<file path="src/rtl/fetch_queue.sv">
// Instruction-granular fetch queue: compacts masked fetch packets into a circular
// buffer and presents the oldest PIPE_WIDTH instructions to the decoder.
module fetch_queue #(
    parameter int FETCH_WIDTH = 2,
    parameter int PIPE_WIDTH  = 2,
    parameter int DEPTH       = 8,
    parameter int ADDR_BITS   = 32,
    parameter int INST_BITS   = 32
) (
    input  logic                               clk,
    input  logic                               rst,
    input  logic                               flush,
    input  logic                               fetch_val,
    input  logic [ADDR_BITS-1:0]               fetch_pc,
    input  logic [FETCH_WIDTH*INST_BITS-1:0]   fetch_insts,
    input  logic [FETCH_WIDTH-1:0]             fetch_mask,
    output logic                               fetch_rdy,
    output logic [PIPE_WIDTH*INST_BITS-1:0]    out_insts,
    output logic [PIPE_WIDTH*ADDR_BITS-1:0]    out_pcs,
    output logic [PIPE_WIDTH-1:0]              out_val,
    input  logic [$clog2(PIPE_WIDTH+1)-1:0]    dec_take,
    output logic [$clog2(DEPTH+1)-1:0]         count
);

    localparam int PW = $clog2(DEPTH);
    localparam int CW = $clog2(DEPTH+1);
    localparam logic [CW-1:0] PIPE_CNT  = CW'(PIPE_WIDTH);
    localparam logic [CW-1:0] FETCH_CNT = CW'(FETCH_WIDTH);
    localparam logic [CW-1:0] DEPTH_CNT = CW'(DEPTH);

    logic [PW-1:0]        rdPtr_q, rdPtr_d;
    logic [PW-1:0]        wrPtr_q, wrPtr_d;
    logic [CW-1:0]        cnt_q, cnt_d;
    logic [INST_BITS-1:0] instMem_q [DEPTH];
    logic [ADDR_BITS-1:0] pcMem_q   [DEPTH];

    logic                 writeEn;
    logic [CW-1:0]        nWrite;
    logic [CW-1:0]        nRead;
    logic [CW-1:0]        avail;
    logic [CW-1:0]        takeClamped;
    logic [PW-1:0]        slotIdx [FETCH_WIDTH];

    assign fetch_rdy = (DEPTH_CNT - cnt_q) >= FETCH_CNT;
    assign count     = cnt_q;

    // Each valid slot lands at wrPtr plus the number of valid slots below it.
    always_comb begin
        writeEn = fetch_val && fetch_rdy && !flush;
        nWrite  = '0;
        for (int i = 0; i < FETCH_WIDTH; i++) begin
            slotIdx[i] = wrPtr_q + nWrite[PW-1:0];
            if (fetch_mask[i]) begin
                nWrite = nWrite + CW'(1);
            end
        end
    end

    always_comb begin
        avail       = (cnt_q < PIPE_CNT) ? cnt_q : PIPE_CNT;
        takeClamped = (CW'(dec_take) < avail) ? CW'(dec_take) : avail;
        nRead       = flush ? '0 : takeClamped;
        out_val     = '0;
        out_insts   = '0;
        out_pcs     = '0;
        for (int k = 0; k < PIPE_WIDTH; k++) begin
            if ((CW'(k) < avail) && !flush) begin
                out_val[k]                        = 1'b1;
                out_insts[k*INST_BITS +: INST_BITS] = instMem_q[PW'(rdPtr_q + PW'(k))];
                out_pcs[k*ADDR_BITS +: ADDR_BITS]   = pcMem_q[PW'(rdPtr_q + PW'(k))];
            end
        end
    end

    always_comb begin
        rdPtr_d = rdPtr_q + nRead[PW-1:0];
        wrPtr_d = writeEn ? (wrPtr_q + nWrite[PW-1:0]) : wrPtr_q;
        cnt_d   = cnt_q + (writeEn ? nWrite : '0) - nRead;
        if (flush) begin
            rdPtr_d = '0;
            wrPtr_d = '0;
            cnt_d   = '0;
        end
    end

    always_ff @(posedge clk or posedge rst) begin
        if (rst) begin
            rdPtr_q <= '0;
            wrPtr_q <= '0;
            cnt_q   <= '0;
        end else begin
            rdPtr_q <= rdPtr_d;
            wrPtr_q <= wrPtr_d;
            cnt_q   <= cnt_d;
        end
    end

    // Entry contents survive a flush; only reset clears them.
    always_ff @(posedge clk or posedge rst) begin
        if (rst) begin
            for (int e = 0; e < DEPTH; e++) begin
                instMem_q[e] <= '0;
                pcMem_q[e]   <= '0;
            end
        end else if (writeEn) begin
            for (int i = 0; i < FETCH_WIDTH; i++) begin
                if (fetch_mask[i]) begin
                    instMem_q[slotIdx[i]] <= fetch_insts[i*INST_BITS +: INST_BITS];
                    pcMem_q[slotIdx[i]]   <= fetch_pc + ADDR_BITS'(4*i);
                end
            end
        end
    end

    // A decoder asking for more than is shown is a protocol slip; the read is clamped.
    always @(posedge clk) begin
        if (!rst && !flush) begin
            assert (CW'(dec_take) <= avail)
            else $warning("dec_take exceeds available instructions; clamped");
        end
    end

endmodule
</file>
<file path="config.mk">
export PLATFORM = sky130hd
export DESIGN_NAME = fetch_queue
export DESIGN_NICKNAME = d
export VERILOG_FILES = /design/src/rtl/fetch_queue.sv
export SDC_FILE = /design/constraint.sdc
export NUM_CORES = 2
export LEC_CHECK = 0
export ABC_AREA = 1
export CORE_MARGIN = 8
export CORE_UTILIZATION = 50
export DETAILED_ROUTE_END_ITERATION = 8
export PLACE_DENSITY = 0.71
export SKIP_LAST_GASP = 1
export SLEW_MARGIN = 0
export SYNTH_ARGS = -nofsm -noshare
export SYNTH_HDL_FRONTEND = slang
export SYNTH_SLANG_ARGS = --single-unit
</file>
<file path="constraint.sdc">
create_clock -name clk -period 19.07 [get_ports clk]
set_input_delay 3.814 -clock clk [delete_from_list [all_inputs] [get_ports clk]]
set_output_delay 3.814 -clock clk [all_outputs]
set_load 0.01 [all_outputs]
</file>
# Word level (Yosys, flattened, before mapping)
# Index checks and enable logic that the tools add are counted.
# totals
mem_count	0
ff_bits	522
rom_bits	0
latch_bits	0
mem_bits_rw	0
# op_classes
n_bitwise	4
n_mul	0
n_div	0
n_shift	0
muxes	42
n_addsub	9
n_lt_le_gt_ge	11
n_reduce_logical	8
n_eq_ne	0
# op_table
cell	n
256-bit 2-to-1 mux	6
256-bit bitwise mux	4
32-bit 2-to-1 mux	14
32-bit binary-select mux with 3-bit select	4
32-bit demux with 3-bit select	2
32-bit by 3-bit adder with 32-bit output, second input constant	1
4-bit 2-to-1 mux	6
4-bit greater-or-equal comparator, second input constant	4
3-bit inverter with 4-bit output	4
3-bit adder	3
3-bit 2-to-1 mux	3
1-bit by 4-bit less-than comparator with 1-bit output, first input constant	2
4-bit by 1-bit less-than comparator with 1-bit output, second input constant	2
1-bit logical AND	6
4-bit by 1-bit adder with 4-bit output, second input constant	1
4-bit adder	1
4-bit by 2-bit greater-or-equal comparator with 1-bit output, second input constant	1
2-bit by 4-bit less-than comparator with 1-bit output	1
4-bit by 2-bit less-than comparator with 1-bit output, second input constant	1
4-bit subtractor	1
4-bit subtractor, first input constant	1
3-bit by 1-bit adder with 3-bit output, second input constant	1
1-bit 2-to-1 mux	3
2-bit nonzero test	1
1-bit logical NOT	1

# Longest topological paths before layout
# logic_depth
depth_word	10
mapped_depth	19
mapped_depth_nobuf	19

# Least setup slack after synthesis
# OpenSTA, ideal clock, no wires.
# synth_path
kind	input-to-output
start	in flush
end	out out_pcs[54]
stages	8
arrival_ns	4.998
required_ns	15.256
path_slack_ns	10.258
path_cell_list	buf_2 -> inv_1 -> nand2_1 -> inv_1 -> buf_2 -> buf_1 -> nand2_1 -> nor2_1
# synth_via
elab_chain_len	3
# synth_rtl
element	line	text
start, declared	12	input logic flush,
1-bit logical NOT	-	
1-bit logical AND	67	if ((CW'(k) < avail) && !flush) begin
32-bit 2-to-1 mux	67	
end, declared	19	output logic [PIPE_WIDTH*ADDR_BITS-1:0] out_pcs,
# Every way passes these cells.

# Worst setup path after layout
# layout_path
start	in flush
end	out out_pcs[39]
# The elaborated chain is that of the path after synthesis.

==> impl_metrics.env <==
export IMPL_worst_endpoint_required_ns=15.26
export IMPL_crit_path_cell_trace="clkdlybuf4s50_1 -> inv_1 -> nand2_1 -> inv_2 -> buf_4 -> o21ai_0 -> nor2_1 -> clkdlybuf4s50_1"
export IMPL_cp_num_buf_inv=5
export IMPL_clkSlewWorstSetupHoldPaths_ns=0.06
export IMPL_relSlewSlack=0.0859
export IMPL_yosys_area_top_type="sky130_fd_sc_hd__dfrtp_1"
export IMPL_dpl_instance_area_um2=38700
export IMPL_synth_fp_nets=5920
export IMPL_critical_path_cell_count=8
export IMPL_yosysUniqueCellTypes=39
export IMPL_final_area_um2=40600
export IMPL_area_delta_synth_final_pct=11.2
export IMPL_ys_seq_elements=522
export IMPL_die_h_um=286
export IMPL_achievable_frequency_ghz=0.0901
export IMPL_level_count_of_the_clock_h_tree=2
export IMPL_synth_seq_area_share=0.358
export IMPL_final_layout_size_suffix_gt1_frac=0.0352
export IMPL_number_of_enable_flip_flop_cells_after_synthesis=0
export IMPL_setup_tns_ns=0
export IMPL_cellPowerDensity_nw_per_um2=164
export IMPL_cellInternalPower_w=0.00344
export IMPL_rr_worst_depth=13
export IMPL_tritoncts="yes"
export IMPL_status="finished clean"
export IMPL_vdd_ir_drop_max_mv=0.135
export IMPL_power_share_combinational=0.549
export IMPL_post_synth_instance_area_um2=36500
export IMPL_min_delay_path_class="reg2reg"
export IMPL_ys_warn_count=0
export IMPL_std_cell_rows=99
export IMPL_grt_pass1_vias=36800
export IMPL_boundaryPins=239
export IMPL_dominantRegCellSynth="sky130_fd_sc_hd__dfrtp_1"
export IMPL_overflow_after_grt=0
export IMPL_startpoint_type="input pin"
export IMPL_synth_common_cells="1,761 x sky130_fd_sc_hd__nand2_1, 916 x sky130_fd_sc_hd__o21ai_0, 644 x sky130_fd_sc_hd__nor2_1"
export IMPL_critical_path_peak_fanout=35
export IMPL_die_w_um=286
export IMPL_cts_repair_resized=0
export IMPL_critPathTopFamily="buffers and inverters"
export IMPL_postCtsSetupBuffers=0
export IMPL_synth_largest_type_area_fraction=0.358
export IMPL_switchingPower_w=0.00322
export IMPL_drt_wl_total_um=147000
export IMPL_worst_skew_pair_late_latency_ns=0.65
export IMPL_port_buffers=238
export IMPL_seq_power_share=0.275
export IMPL_fillCellCount=7074
export IMPL_start_util=0.503
export IMPL_wl_per_cell_um=21.9
export IMPL_power_switching_fraction=0.484
export IMPL_skew_ns=0.0139
export IMPL_detail_route_first_pass_iterations=6
export IMPL_library_cell_with_the_highest_instance_count_after_synthesis="sky130_fd_sc_hd__nand2_1"
export IMPL_timing_setup_critical_path_class="in2out"
export IMPL_power_share_clock=0.176
export IMPL_setup_repair_after_global_routing_missed_its_margin="no"
export IMPL_route_detailed_drc=0
export IMPL_hold_ws_ns=0.481
export IMPL_syn_area_per_cell_um2=6.30
export IMPL_ys_async_sr_fraction=1.00
export IMPL_grt_antenna_before_repair=17
export IMPL_critPathMostFrequentCell="sky130_fd_sc_hd__clkdlybuf4s50_1"
export IMPL_clkSinkCount=522
export IMPL_globalplace_congestion=0.955
export IMPL_regToRegSetupSlack_ns=14.44
export IMPL_setup_worst_path_end_class="primary output"
export IMPL_signal_arrival_time_at_the_worst_endpoint_ns=7.29
export IMPL_crit_path_max_incr_delay_ns=0.66
export IMPL_slew_viol_final=0
export IMPL_post_dp_hpwl_um=86500
export IMPL_timing_final_crit_share=0.582
export IMPL_final_hold_violation_count=0
export IMPL_detail_route_iter0_violations=5547
export IMPL_clockBufferDepth=3
export IMPL_largest_net_degree_at_the_start_of_global_routing=241
export IMPL_finalCriticalPeriod_ns=11.10
export IMPL_grt_pass1_wl_um=223000
export IMPL_min_delay_path_depth=2
export IMPL_syn_inst=5796
export IMPL_ctsHoldBuffers=0
export IMPL_cts_made_buffers=59
export IMPL_synth_area_top_cells="sky130_fd_sc_hd__dfrtp_1 36%, sky130_fd_sc_hd__nand2_1 18%, sky130_fd_sc_hd__o21ai_0 13%"
export IMPL_layout_core_utilization=0.559
export IMPL_setup_viol=0
export IMPL_root_buffer_cell="sky130_fd_sc_hd__clkbuf_16"
export IMPL_core_area_um2=72700
export IMPL_ant_nets=0
export IMPL_drt_vias_per_instance=6.00
export IMPL_crit_slowest_cell="sky130_fd_sc_hd__inv_2"
export IMPL_dr_total_vias=40100
export IMPL_grtUsageTotal=0.345
export IMPL_total_leakage_power_nw=19.1
export IMPL_timing_max_cap_violations=0
export IMPL_design_die_area_um2=82000
export IMPL_tightestPinTransition_ns=1.37
export IMPL_layout_nets=5795
## through the flow
step | total power, W | cells | setup WS [ns]
after global routing | 0.00708 | 6683 | 7.80
after global placement | 0.00533 | 6569 | 8.20
after floorplan | 0.00402 | 5796 | 0.673
after CTS | 0.00655 | 6672 | 8.07
final | 0.00665 | 6686 | 7.97
after detailed placement | 0.00537 | 6569 | 8.05
## registers in the layout (all words and copies together), names as in the netlist
signal     count
count          4
wrPtr_q        3
pcMem_q      256
rdPtr_q        3
instMem_q    256
## cells by family after synthesis
| family | share of synthesized area |
|---|---|
| AO/OA/AOI/OAI | 0.236 |
| XOR/XNOR | 0.00500 |
| adder cells (fa/ha/maj) | 0.00767 |
| buffers and inverters | 0.106 |
| flip-flops | 0.358 |
| AND/OR/NAND/NOR | 0.288 |
## worst paths after layout
kind / to / start
setup / recovery: out_pcs[39] / flush
hold / removal: pcMem_q[116] / pcMem_q[116]
setup reg to reg: pcMem_q[208] / count[0]
hold reg to reg: pcMem_q[116] / pcMem_q[116]
max in group asynchronous: rdPtr_q[0] / rst
min in group asynchronous: instMem_q[121] / rst
## layer usage
| metal | vias up | global-route usage | share of wire |
|---|---|---|---|
| li1 | 18500 | - | - |
| met3 | 483 | 0.0897 | 0.13 |
| met1 | 18500 | 0.469 | 0.39 |
| met4 | 10 | 0.161 | 0.049 |
| met5 | - | 0 | 0.00045 |
| met2 | 2652 | 0.512 | 0.43 |
## power by group through the flow
stage / clock (W) / combinational [W] / sequential (W)
CTS: 0.00117 / 0.00356 / 0.00181
floorplan: 0 / 0.00230 / 0.00172
finish: 0.00117 / 0.00365 / 0.00183
global route: 0.00122 / 0.00399 / 0.00187
detailed placement: 0 / 0.00354 / 0.00183
global placement: 0 / 0.00351 / 0.00182
## layout make-up
type / instances / area (um^2) / area share
diodes: 14 / 35.0 / 0.000862
repair buffers: 301 / 2890 / 0.0712
clock inverters: 9 / 135 / 0.00333
flip-flops and latches: 522 / 13100 / 0.322
inverters: 464 / 1770 / 0.0435
well taps: 959 / 1200 / 0.0295
clock buffers: 94 / 1790 / 0.0440
multi-input cells: 4323 / 19700 / 0.486
## worst min-delay path, cell delays in order, from the launching register on
cell	delay, ns
sky130_fd_sc_hd__dfrtp_1	0.34
sky130_fd_sc_hd__nand2_1	0.05
sky130_fd_sc_hd__nand2_1	0.05
## cell usage in the layout (no fill, tap or decap), types with 4 or more instances in the layout
| cell | count |
|---|---|
| sky130_fd_sc_hd__clkbuf_8 | 16 |
| sky130_fd_sc_hd__inv_1 | 438 |
| sky130_fd_sc_hd__a211oi_1 | 87 |
| sky130_fd_sc_hd__nand3_1 | 233 |
| sky130_fd_sc_hd__clkbuf_1 | 18 |
| sky130_fd_sc_hd__o21ai_0 | 915 |
| sky130_fd_sc_hd__nand2_1 | 1761 |
| sky130_fd_sc_hd__nand3_4 | 8 |
| sky130_fd_sc_hd__clkinv_1 | 9 |
| sky130_fd_sc_hd__nor2_1 | 643 |
| sky130_fd_sc_hd__a21oi_1 | 456 |
| sky130_fd_sc_hd__buf_4 | 60 |
| sky130_fd_sc_hd__fa_1 | 4 |
| sky130_fd_sc_hd__clkdlybuf4s50_1 | 238 |
| sky130_fd_sc_hd__clkbuf_16 | 60 |
| sky130_fd_sc_hd__dfrtp_1 | 519 |
| sky130_fd_sc_hd__nor2_4 | 9 |
| sky130_fd_sc_hd__ha_1 | 15 |
| sky130_fd_sc_hd__o22ai_1 | 10 |
| sky130_fd_sc_hd__diode_2 | 14 |
| sky130_fd_sc_hd__o211ai_1 | 106 |
| sky130_fd_sc_hd__o221ai_1 | 20 |
| sky130_fd_sc_hd__nand4_1 | 6 |
| sky130_fd_sc_hd__inv_2 | 10 |
| sky130_fd_sc_hd__clkinv_2 | 6 |
| sky130_fd_sc_hd__xor2_1 | 16 |
| sky130_fd_sc_hd__o21ai_1 | 7 |
(Power assumes the default switching activity.)
